File: src/rtl/crc5_check.sv
// Receive-side USB token CRC5 checker: shifts in {addr, endp, crc} MSB-first,
// runs the x^5+x^2+1 LFSR and compares the final value against the residual.
module crc5_check #(
    parameter logic [4:0] RESIDUAL   = 5'b01100,
    parameter int         NBITS_DATA = 11
) (
    input  logic       clk,
    input  logic       rst_n,
    input  logic       start,
    input  logic       bit_in,
    input  logic       bit_valid,
    input  logic       rec,
    output logic       busy,
    output logic       done,
    output logic       crc_ok,
    output logic [6:0] addr,
    output logic [3:0] endp,
    output logic [4:0] residual
);

    typedef enum logic [1:0] {
        IDLE = 2'd0,
        DATA = 2'd1,
        CRC  = 2'd2,
        DONE = 2'd3
    } state_t;

    localparam logic [3:0] LAST_DATA = 4'(NBITS_DATA - 1);
    localparam logic [3:0] LAST_CRC  = 4'd4;
    localparam logic [4:0] PRESET    = 5'b11111;

    state_t                  state_q, state_d;
    logic [3:0]              cnt_q, cnt_d;
    logic [4:0]              lfsr_q, lfsr_d;
    logic [NBITS_DATA-1:0]   field_q, field_d;
    logic [6:0]              addr_q, addr_d;
    logic [3:0]              endp_q, endp_d;
    logic [4:0]              residual_q, residual_d;
    logic                    crc_ok_q, crc_ok_d;
    logic [4:0]              lfsr_adv;
    logic                    fb;

    // One LFSR step for the bit on the wire this cycle; only used when consumed.
    assign fb       = lfsr_q[4] ^ bit_in;
    assign lfsr_adv = {lfsr_q[3], lfsr_q[2], lfsr_q[1] ^ fb, lfsr_q[0], fb};

    always_comb begin
        state_d    = state_q;
        cnt_d      = cnt_q;
        lfsr_d     = lfsr_q;
        field_d    = field_q;
        addr_d     = addr_q;
        endp_d     = endp_q;
        residual_d = residual_q;
        crc_ok_d   = crc_ok_q;

        case (state_q)
            IDLE: begin
                if (start) begin
                    state_d = DATA;
                    cnt_d   = '0;
                    lfsr_d  = PRESET;
                    field_d = '0;
                end
            end
            DATA: begin
                if (start) begin
                    cnt_d   = '0;
                    lfsr_d  = PRESET;
                    field_d = '0;
                end else if (bit_valid) begin
                    lfsr_d  = lfsr_adv;
                    field_d = {field_q[NBITS_DATA-2:0], bit_in};
                    if (cnt_q == LAST_DATA) begin
                        state_d = CRC;
                        cnt_d   = '0;
                    end else begin
                        cnt_d = cnt_q + 4'd1;
                    end
                end
            end
            CRC: begin
                if (start) begin
                    state_d = DATA;
                    cnt_d   = '0;
                    lfsr_d  = PRESET;
                    field_d = '0;
                end else if (bit_valid) begin
                    lfsr_d = lfsr_adv;
                    if (cnt_q == LAST_CRC) begin
                        // Result is captured from the post-update LFSR on the final bit.
                        state_d    = DONE;
                        cnt_d      = '0;
                        residual_d = lfsr_adv;
                        crc_ok_d   = (lfsr_adv == RESIDUAL);
                        addr_d     = field_q[10:4];
                        endp_d     = field_q[3:0];
                    end else begin
                        cnt_d = cnt_q + 4'd1;
                    end
                end
            end
            DONE: begin
                if (rec && start) begin
                    state_d = DATA;
                    cnt_d   = '0;
                    lfsr_d  = PRESET;
                    field_d = '0;
                end else if (rec) begin
                    state_d = IDLE;
                    cnt_d   = '0;
                end
            end
            default: begin
                state_d = IDLE;
                cnt_d   = '0;
            end
        endcase
    end

    always_ff @(posedge clk) begin
        if (rst_n) begin
            state_q    <= IDLE;
            cnt_q      <= '0;
            lfsr_q     <= PRESET;
            field_q    <= '0;
            addr_q     <= '0;
            endp_q     <= '0;
            residual_q <= '0;
            crc_ok_q   <= 1'b0;
        end else begin
            state_q    <= state_d;
            cnt_q      <= cnt_d;
            lfsr_q     <= lfsr_d;
            field_q    <= field_d;
            addr_q     <= addr_d;
            endp_q     <= endp_d;
            residual_q <= residual_d;
            crc_ok_q   <= crc_ok_d;
        end
    end

    assign busy     = (state_q == DATA) || (state_q == CRC);
    assign done     = (state_q == DONE);
    assign crc_ok   = crc_ok_q;
    assign addr     = addr_q;
    assign endp     = endp_q;
    assign residual = residual_q;

endmodule

File: config.mk
export PLATFORM = sky130hd
export DESIGN_NAME = crc5_check
export DESIGN_NICKNAME = d
export VERILOG_FILES = /design/src/rtl/crc5_check.sv
export SDC_FILE = /design/constraint.sdc
export NUM_CORES = 1
export LEC_CHECK = 0
export ABC_AREA = 0
export CORE_UTILIZATION = 45
export CTS_CLUSTER_DIAMETER = 50
export DETAILED_ROUTE_END_ITERATION = 16
export PLACE_DENSITY = 0.68
export REMOVE_ABC_BUFFERS = 1
export SYNTH_ARGS = -nofsm -noshare
export SYNTH_HDL_FRONTEND = slang
export SYNTH_SLANG_ARGS = --single-unit
File: constraint.sdc
create_clock -name clk -period 2.5 [get_ports clk]
set_clock_uncertainty 0.1 [all_clocks]
set_input_delay 0.5 -clock clk [delete_from_list [all_inputs] [get_ports clk]]
set_output_delay 0.5 -clock clk [all_outputs]
set_load 0.01 [all_outputs]
==> flow_summary.yaml, run 1 <==
sta:
  fmax_mhz: 412
  setup_tns_ns: 0
  grt_setup_unrepaired: "false"
  fin_crit_sh: 0.970
  setup_slack_ns: 0.0747
  worst_pin_slew_ns: 0.455
  hold_viol: 0
  slew_violations: 0
  setup_viol: 0
  relSlewSlack: 0.697
  period_minus_slack_ns: 2.43
clock_tree:
  ctsResizeCount: 1
  holdBufCountCts: 0
  worstSkewPairLatency_ns: 0.27
  cts.path.max_buffers: 2
  cts_sinks: 39
  post-cts-setup-buffers: 0
  htree_levels: 2
  numCtsBuffers: 5
  cts_root_buf: "clkbuf_8"
  clkTransAtPathRegs_ns: 0.07
  cts_tree: "yes"
placed_design:
  numPortBuffers: 24
  gp_congestion: 0.845
  place_ws_ns: 0.179
  dp_hpwl_mm: 2.50
drt:
  viasPerCell: 5.45
  ant_nets: 0
  drt-wirelength-per-cell_um: 12.9
  route.vias.total: 1478
  post-route-drc-count: 0
  initialDrtViolationCount: 88
  first_pass_iters: 4
  drt_wl_total_mm: 3.51
cells_and_area:
  nets: 236
  nFillCells: 340
  ff_latch_area_um2: 781
  n_antenna_cell: 0
  final_core_util: 0.577
  multi_input_area_um2: 955
  syn_to_final_growth_pct: 20.2
  drive_gt1_frac: 0.0897
logic_synthesis:
  synth_top_area_cell: "dfxtp_1"
  synth_common_cells: "dfxtp_1, nor2_1, mux2i_1, nand2_1, a21oi_1"
  synth_cell_types: 41
  synth_area_um2: 1810
  async_reset_ff_frac: 0
  synth_edf_count: 0
  synthCells: 195
  synth_top_area_share: 0.431
  ys_ff_latch: 39
  yosysMostFrequentCell: "dfxtp_1"
  avgSynthCellArea_um2: 9.28
  synth.area.top_cells: "dfxtp_1, mux2i_1, ha_1, a21oi_1, nand2b_1"
  synthFlopType: "dfxtp_1"
  yosysWarnings: 0
  synth-seq-area-share: 0.431
floorplan:
  die-area_um2: 4280
  die_height_um: 65.4
  die_x_um: 65.4
  rows: 22
  coreArea_um2: 3770
  ios: 25
  start_util: 0.480
run:
  maxCapViolCount: 0
worst_setup_path:
  path_class: "flip-flop to primary output"
  ff2ff_path_depth: 6
  path_max_fanout: 9
  cpPeakStageDelay_ns: 0.56
  worstSetupEndpointType: "primary output"
  critical_path.cell_chain: "inv_1, ha_2, clkdlybuf4s50_1"
  cp-start-kind: "flip-flop"
  cp.arrival_ns: 1.83
  cp_slowest_cell: "clkdlybuf4s50_1"
  crit_required_ns: 1.90
grt:
  overflow: 0
  antenna_found_initial: 0
  grt_pass1_vias: 1378
  track_usage: 0.179
  grt_pass1_wl_mm: 6.00
  grt_max_degree: 40
power_and_ir_drop:
  p_per_area_nw_per_um2: 723
  ir_worst_vdd_uv: 436
  p_leak_nw: 0.750
min_path:
  hold_depth: 2
  hold_path_class: "flip-flop to flip-flop"
run_status:
  outcome: "finished, final reports clean"
-- cell type report --
class                   instances  area share
clock buffers                   7      0.0351
clock inverters                 1     0.00230
inverters                       4     0.00690
multi-input cells             142       0.439
flip-flops and latches         39       0.359
well taps                      48      0.0276
repair buffers                 30       0.131
-- critical path: cells and delay by family, from the launching register on --
| kind | cells | cell delay [ns] |
|---|---|---|
| adders and majority gates | 1 | 0.45 |
| DFF | 1 | 0.40 |
| buffers and inverters | 2 | 0.69 |
-- cell usage in the layout, fill, tap and decap left out, drive strengths merged, types with 3 or more instances in the layout --
master          n
mux2i          17
clkbuf          7
buf             6
inv             4
ha              8
nand4           7
dfxtp          39
clkdlybuf4s50  24
nor2           18
a21oi          16
nand3          13
nand2b         12
nand2          17
and2b           3
-- cells by family after synthesis --
kind of cell	share of synthesized area
adders and majority gates	0.0553
AOI/OAI and AO/OA	0.120
and+or+nand+nor	0.247
buffers and inverters	0.0428
xor gates and xnor gates	0.00968
DFF	0.431
muxes	0.0940
-- routing by layer --
metal	track usage	routed length, µm	vias up
met5	0	0	-
met4	0.0598	19	0
met3	0.0434	146	2
met2	0.299	1710	38
met1	0.224	1630	700
li1	-	-	738
-- per-stage QoR --
stage	hold slack (ns)	power (mW)	area, µm²	instances
6_report	0.352	1.57	2180	271
5_1_grt	0.371	1.66	2180	271
4_1_cts	0.353	1.59	2180	271
3_5_place_dp	0.345	1.19	2090	263
3_3_place_gp	0.342	1.16	2090	263
2_1_floorplan	0.325	1.01	1750	185
-- worst paths after layout --
| path | start | endpoint | slack, ns |
|---|---|---|---|
| min | field_q[10] | field_q[10] | 0.35 |
| min reg2reg | field_q[10] | field_q[10] | 0.35 |
| max | state_q[1] | busy | 0.07 |
| max reg2reg | state_q[1] | lfsr_q[1] | 0.47 |
-- flip-flops by register name, indices dropped and copies added (netlist names) --
signal    cells
field_q      11
addr          7
lfsr_q        5
residual      5
cnt_q         4
endp          4
state_q       2
crc_ok        1
-- report_power, final --
group	leakage (nW)	internal [mW]	switching [mW]
Sequential	0.315	0.642	0.0218
Combinational	0.393	0.197	0.324
Clock	0.0422	0.196	0.193
Power figures use the tool's default switching activity.
==> inputs of run 2 (changes only) <==
Settings changed: CAP_MARGIN set to 20, CTS_CLUSTER_SIZE set to 25.
==> results of run 2 <==
No change in the layout: final DEF, timing and power equal those of run 1.
